File: src/rtl/wb_csr_bank.sv
// Wishbone control/status register bank: 2**ADRBITS registers, each read/write control,
// sticky write-1-to-clear status, or plain read-only input, selected by RWMASK/STICKYMASK.
module wb_csr_bank #(
  parameter int                             ADRBITS    = 2,
  parameter int                             DW         = 16,
  parameter logic [(2**ADRBITS)-1:0]        RWMASK     = '0,
  parameter logic [(2**ADRBITS)-1:0]        STICKYMASK = '0,
  parameter logic [DW*(2**ADRBITS)-1:0]     PULSEMASK  = '0,
  parameter logic [DW*(2**ADRBITS)-1:0]     RSTVAL     = '0
) (
  input  logic                              wb_clk,
  input  logic                              wb_rst,
  input  logic                              wb_cyc,
  input  logic                              wb_stb,
  input  logic                              wb_we,
  input  logic [ADRBITS-1:0]                wb_adr,
  input  logic [DW-1:0]                     wb_dat_i,
  output logic [DW-1:0]                     wb_dat_o,
  output logic                              wb_ack,
  input  logic [DW*(2**ADRBITS)-1:0]        reg_i,
  output logic [DW*(2**ADRBITS)-1:0]        reg_o,
  output logic [(2**ADRBITS)-1:0]           wr_strobe
);

  localparam int N = 2**ADRBITS;

  logic                acc;
  logic                wr;
  logic [DW-1:0]       rd_val;
  logic [DW*N-1:0]     reg_q;

  assign acc   = wb_cyc & wb_stb & ~wb_ack;
  assign wr    = acc & wb_we;
  assign reg_o = reg_q;

  // Read-only slots hold zero in reg_q, so their read data comes straight from reg_i.
  always_comb begin
    rd_val = reg_i[int'(wb_adr)*DW +: DW];
    if (RWMASK[wb_adr] | STICKYMASK[wb_adr])
      rd_val = reg_q[int'(wb_adr)*DW +: DW];
  end

  always_ff @(posedge wb_clk) begin
    if (wb_rst) begin
      wb_ack    <= 1'b0;
      wb_dat_o  <= '0;
      wr_strobe <= '0;
    end else begin
      wb_ack    <= acc;
      wr_strobe <= '0;
      if (wr)
        wr_strobe[wb_adr] <= 1'b1;
      if (acc)
        wb_dat_o <= rd_val;
    end
  end

  for (genvar i = 0; i < N; i++) begin : g_reg
    localparam logic [DW-1:0] RST_I   = RSTVAL[DW*i +: DW];
    localparam logic [DW-1:0] PULSE_I = PULSEMASK[DW*i +: DW];

    if (RWMASK[i]) begin : g_ctl
      logic          hit;
      logic [DW-1:0] q;

      assign hit                 = wr && (wb_adr == ADRBITS'(i));
      assign reg_q[DW*i +: DW]   = q;

      // Pulse bits survive only the cycle after the write, then self-clear.
      always_ff @(posedge wb_clk) begin
        if (wb_rst)
          q <= RST_I & ~PULSE_I;
        else if (hit)
          q <= wb_dat_i;
        else
          q <= q & ~PULSE_I;
      end
    end else if (STICKYMASK[i]) begin : g_sticky
      logic          hit;
      logic [DW-1:0] clr;
      logic [DW-1:0] q;

      assign hit                 = wr && (wb_adr == ADRBITS'(i));
      assign clr                 = hit ? wb_dat_i : '0;
      assign reg_q[DW*i +: DW]   = q;

      // A set arriving on the clearing cycle wins.
      always_ff @(posedge wb_clk) begin
        if (wb_rst)
          q <= '0;
        else
          q <= (q & ~clr) | reg_i[DW*i +: DW];
      end
    end else begin : g_ro
      assign reg_q[DW*i +: DW] = '0;
    end
  end

endmodule

File: config.mk
export PLATFORM = sky130hd
export DESIGN_NAME = wb_csr_bank
export DESIGN_NICKNAME = d
export VERILOG_FILES = /design/src/rtl/wb_csr_bank.sv
export SDC_FILE = /design/constraint.sdc
export NUM_CORES = 1
export LEC_CHECK = 0
export CORE_ASPECT_RATIO = 2
export CORE_MARGIN = 5
export CORE_UTILIZATION = 30
export CTS_CLUSTER_DIAMETER = 120
export DETAILED_ROUTE_END_ITERATION = 10
export PLACE_DENSITY = 0.86
export REMOVE_ABC_BUFFERS = 1
export SLEW_MARGIN = 20
export SYNTH_ARGS = -nofsm -noshare
export SYNTH_HDL_FRONTEND = slang
export SYNTH_SLANG_ARGS = --single-unit
File: constraint.sdc
create_clock -name wb_clk -period 3.6 [get_ports wb_clk]
set_clock_uncertainty 0.15 [all_clocks]
set_input_delay 0.36 -clock wb_clk [delete_from_list [all_inputs] [get_ports wb_clk]]
set_output_delay 0.36 -clock wb_clk [all_outputs]
set_load 0.02 [all_outputs]
* Word level (Yosys, flattened, before mapping)
Index checks and enable logic that the tools add are counted.
Storage, ports and cells: bits in registers 21, input port bits 87, output and inout bits 85, word-level logic and storage cells 19
Operators by class: order comparisons 2, shift operators 2, mux-type cells 5, bitwise gates (word level) 5, reductions and logical operators 2
Operators by type and width (count):
- $shiftx 64x7->16 | 1
- $shiftx 64x7->16 const A | 1
- $mux 16 | 1
- $and 1x1->1 | 3
- $lt 2x3->1 const B | 1
- $bmux 1 s2 | 1
- $demux 1 s2 | 1
- $ge 2x1->1 const B | 1
- $mux 1 | 2
- $not 1->1 | 2
- $reduce_or 2->1 | 1
- $logic_and 1x1->1 | 1

* Longest topological paths before layout
depth in word-level cells 5, gate-level depth with buffers 5, gate-level depth less buffers 3

* Worst setup path after synthesis
OpenSTA, ideal clock, no wires.
path type input-to-reg, start point input wb_adr[0], end point register wb_dat_o[0], library setup time 0.117 ns, data arrival time 1.283 ns, data required time 3.333 ns, path slack 2.050 ns, stages on the path 4, path buffers 2, cell sequence buf_6 > buf_12 > mux4_2 > a22o_1
On the way: word-level cells in the longest chain between the ends 3, elaborated cells on any way between the ends 5, those cells by class 2 x shift; 3 x mux
Ends and longest elaborated chain:
- start: declaration | RTL line 16 | input logic [ADRBITS-1:0] wb_adr,
- branches (longest 2 deep; another with $shiftx 64x7->16)
- $mux 16 (*) | RTL line 39 | if (RWMASK[wb_adr] | STICKYMASK[wb_adr])
- end signal: assignment | RTL line 54 | wb_dat_o <= rd_val;
- end: declaration | RTL line 18 | output logic [DW-1:0] wb_dat_o,
Every way passes the cells marked *. The select of a mux whose other input is x is not followed. A chain may end at the register's enable or synchronous reset.

* Worst setup path in the final report
start point input wb_adr[1], end point register wb_dat_o[1]
The elaborated chain is that of the path after synthesis.

==> tab_implementation.tex <==
\begin{tabular}{lr}
\hline
Metric & Value \\
\hline
\multicolumn{2}{l}{\textbf{Detailed routing}} \\
\quad Routed WL per cell & about 15 µm \\
\quad Vias & between 1k and 1.5k \\
\quad Number of nets with antenna violations after detailed routing & 0 \\
\quad Via/cell ratio & 4.30 \\
\quad Final routed wirelength across all metal layers & 4230 µm \\
\quad Number of iterations in the first detailed-routing pass & 4 \\
\quad Post-route DRC & 0 \\
\quad Drt initial violations & 34 \\
\multicolumn{2}{l}{\textbf{Placed design}} \\
\quad Number of input and output port buffers inserted & roughly 90 \\
\quad Standard cell area after detailed placement & 2260 µm² \\
\quad DP Cell Count & roughly 280 \\
\quad Post-placement setup slack & 1.25 ns \\
\quad Post-DP HPWL & 3550 µm \\
\quad Final RePlAce weighted congestion & 0.708 \\
\multicolumn{2}{l}{\textbf{Timing}} \\
\quad Setup violations, final & 0 \\
\quad Worst Hold Slack & around 0.33 ns \\
\quad Post-route setup TNS & 0 ns \\
\quad Slew @ Worst Pin & $\sim$1 ns \\
\quad Final Max Tran Viols & 0 \\
\quad Tightest slew margin relative to the limit & 0.341 \\
\quad Fin worst setup slack & between 1.5 and 2 ns \\
\quad Number of hold violations in the final report & 0 \\
\quad Final period demand of the worst path & $\sim$2 ns \\
\quad Unrepaired setup endpoints after global routing & false \\
\quad Achievable Freq & $\sim$0.49 GHz \\
\quad Period Utilization, post-route & 0.564 \\
\multicolumn{2}{l}{\textbf{Clock network}} \\
\quad CTS Sinks & 21 \\
\quad Clock latency of the later-clocked register in the worst-skew pair & about 0.27 ns \\
\quad Number of buffers created by CTS & 3 \\
\quad Post-CTS setup repair buffer count & 0 \\
\quad Maximum root-to-sink buffer count & 2 \\
\quad H-Tree Level Count & 1 \\
\quad Total of cells resized after clock tree synthesis & 0 \\
\quad Hold buffers post-CTS & 0 \\
\quad CTS root buf & sky130\_fd\_sc\_hd\_\_clkbuf\_8 \\
\quad CTS tree & done \\
\quad Clk pin slew, worst setup/hold paths & approximately 0.07 ns \\
\multicolumn{2}{l}{\textbf{Logic synthesis}} \\
\quad YS warnings & 0 \\
\quad Largest cells by area after synthesis & sky130\_fd\_sc\_hd\_\_buf\_4, sky130\_fd\_sc\_hd\_\_dfxtp\_1, sky130\_fd\_sc\_hd\_\_mux4\_1 \\
\quad Post-Synthesis Cell Area & about 1500 µm² \\
\quad Post-synthesis cell count & 135 \\
\quad Fraction of synthesized cell area taken by the top area cell type & 0.315 \\
\quad Area leader, netlist & sky130\_fd\_sc\_hd\_\_buf\_4 \\
\quad Sequential share of the synthesized area & 0.272 \\
\quad Cell variety after synth & 16 \\
\quad Avg Inst Size Synth & 11.5 µm² \\
\quad Register bit count reported by yosys & 21 \\
\multicolumn{2}{l}{\textbf{Status}} \\
\quad Run status & finished clean \\
\multicolumn{2}{l}{\textbf{Power}} \\
\quad Internal power consumption & roughly 0.44 mW \\
\quad Leakage component of the power & between 0.9 and 1 nW \\
\quad Peak supply drop & 0.000240 V \\
\quad Gate power share & 0.366 \\
\quad Sequential power share & 0.388 \\
\quad Switching share of power & 0.312 \\
\quad Net switching power of the design & 0.200 mW \\
\quad Proportion of power drawn by the clock network & 0.246 \\
\quad Total power consumption of the routed design & between 0.6 and 0.7 mW \\
\quad Power Density & 279 nW/µm² \\
\multicolumn{2}{l}{\textbf{Min path}} \\
\quad Hold Path Class & reg -> reg \\
\quad Hold Path Cell Cnt & 1 \\
\multicolumn{2}{l}{\textbf{Final layout}} \\
\quad Most frequent standard cell in the layout excluding fill and tap cells & sky130\_fd\_sc\_hd\_\_clkdlybuf4s50\_1 \\
\quad Proportion of layout cells with a drive suffix above 1 & 0.0625 \\
\quad Antenna cell count & 0 \\
\quad Non-Filler Cell Area, Final & approximately 2300 µm² \\
\quad Most frequent cells in the layout & sky130\_fd\_sc\_hd\_\_clkdlybuf4s50\_1, sky130\_fd\_sc\_hd\_\_conb\_1, sky130\_fd\_sc\_hd\_\_dfxtp\_1, sky130\_fd\_sc\_hd\_\_a22o\_1, sky130\_fd\_sc\_hd\_\_mux4\_1 \\
\quad Area Growth Syn to Fin & 48.9\% \\
\quad Final nets & around 310 \\
\quad Util after Layout & 0.453 \\
\quad Final Instance Count excl. Fillers & 282 \\
\multicolumn{2}{l}{\textbf{Global route}} \\
\quad Antenna violations before repair & 0 \\
\quad Via count of the first global-routing pass & about 1.3k \\
\quad Largest net degree at the start of global routing & 20 \\
\quad Wire length of the first global-routing pass & around 6000 µm \\
\quad Global routing usage summed across all routing layers & 0.117 \\
\quad Grt ovf & 0 \\
\multicolumn{2}{l}{\textbf{Critical path}} \\
\quad Category of the worst setup path capture point & flip-flop \\
\quad Reg2reg path depth & 3 \\
\quad Maximum fanout along the worst path & 19 \\
\quad Worst endpoint required time & about 3.6 ns \\
\quad Data arrival time of the critical path & between 2 and 2.5 ns \\
\quad Critical Path Start Type & input pin \\
\quad Critical path class & in -> reg \\
\multicolumn{2}{l}{\textbf{Die}} \\
\quad Placeable Area & between 5000 and 6000 µm² \\
\quad I/O pin total & approximately 170 \\
\quad Die ar. & between 6000 and 7000 µm² \\
\quad Die Width & roughly 61 µm \\
\quad Row Count & 37 \\
\quad Chip height & 112 µm \\
\quad Starting density of the core & 0.304 \\
\multicolumn{2}{l}{\textbf{Job}} \\
\quad Max cap viols & 0 \\
\hline
\end{tabular}
sequential cells by signal, indices dropped and copies added, names as in the netlist:
| register | count |
|---|---|
| wb_dat_o | 16 |
| wr_strobe | 4 |
| wb_ack | 1 |
layout make-up:
type                            instances  area, µm²
Fill cell                             435       2790
Timing Repair Buffer                   93        926
Multi-Input combinational cell        104        832
Sequential cell                        21        420
Tap cell                               58       72.6
Clock buffer                            3       41.3
Inverter                                2       7.51
Clock inverter                          1       5.00
power groups by stage:
stage / sequential (mW) / clock [mW] / combinational (mW)
finish: 0.249 / 0.158 / 0.235
global route: 0.250 / 0.170 / 0.250
global placement: 0.254 / 0 / 0.229
CTS: 0.249 / 0.162 / 0.235
floorplan: 0.268 / 0 / 0.103
detailed placement: 0.255 / 0 / 0.234
critical path, cell delays in order:
cell and delay, ns:
sky130_fd_sc_hd__clkdlybuf4s50_1 1.01, sky130_fd_sc_hd__mux4_1 0.42, sky130_fd_sc_hd__a22o_1 0.25
worst paths after layout:
path | from | end | slack, ns
hold reg to reg | wb_dat_o[0] | wb_dat_o[0] | 0.33
setup reg to reg | wb_ack | wr_strobe[1] | 1.82
hold / removal | wb_dat_o[0] | wb_dat_o[0] | 0.33
setup / recovery | wb_adr[1] | wb_dat_o[1] | 1.57
Yosys cell counts:
master	n
sky130_fd_sc_hd__buf_4	65
sky130_fd_sc_hd__nor3_1	2
sky130_fd_sc_hd__a22o_1	16
sky130_fd_sc_hd__buf_6	1
sky130_fd_sc_hd__a31oi_1	1
sky130_fd_sc_hd__nand2_1	1
sky130_fd_sc_hd__nor4bb_1	1
sky130_fd_sc_hd__inv_1	2
sky130_fd_sc_hd__nor2_1	2
sky130_fd_sc_hd__buf_12	1
sky130_fd_sc_hd__nand3_1	1
sky130_fd_sc_hd__dfxtp_1	21
sky130_fd_sc_hd__buf_2	4
sky130_fd_sc_hd__conb_1	1
sky130_fd_sc_hd__mux4_1	9
sky130_fd_sc_hd__mux4_2	7
metal layers:
metal	up-vias	wire, µm	global-route usage
met2	117	2200	0.224
met5	-	0	0
li1	542	-	-
met4	0	76	0.0521
met1	548	1280	0.108
met3	6	662	0.0255
cell families after synthesis:
group	count (synthesis)	share of synthesized area
flops	21	0.272
buf+inv	73	0.353
compound gates	17	0.0946
mux	16	0.255
other cells	1	0.00242
simple gates	7	0.0234
Power figures use the tool's default switching activity.
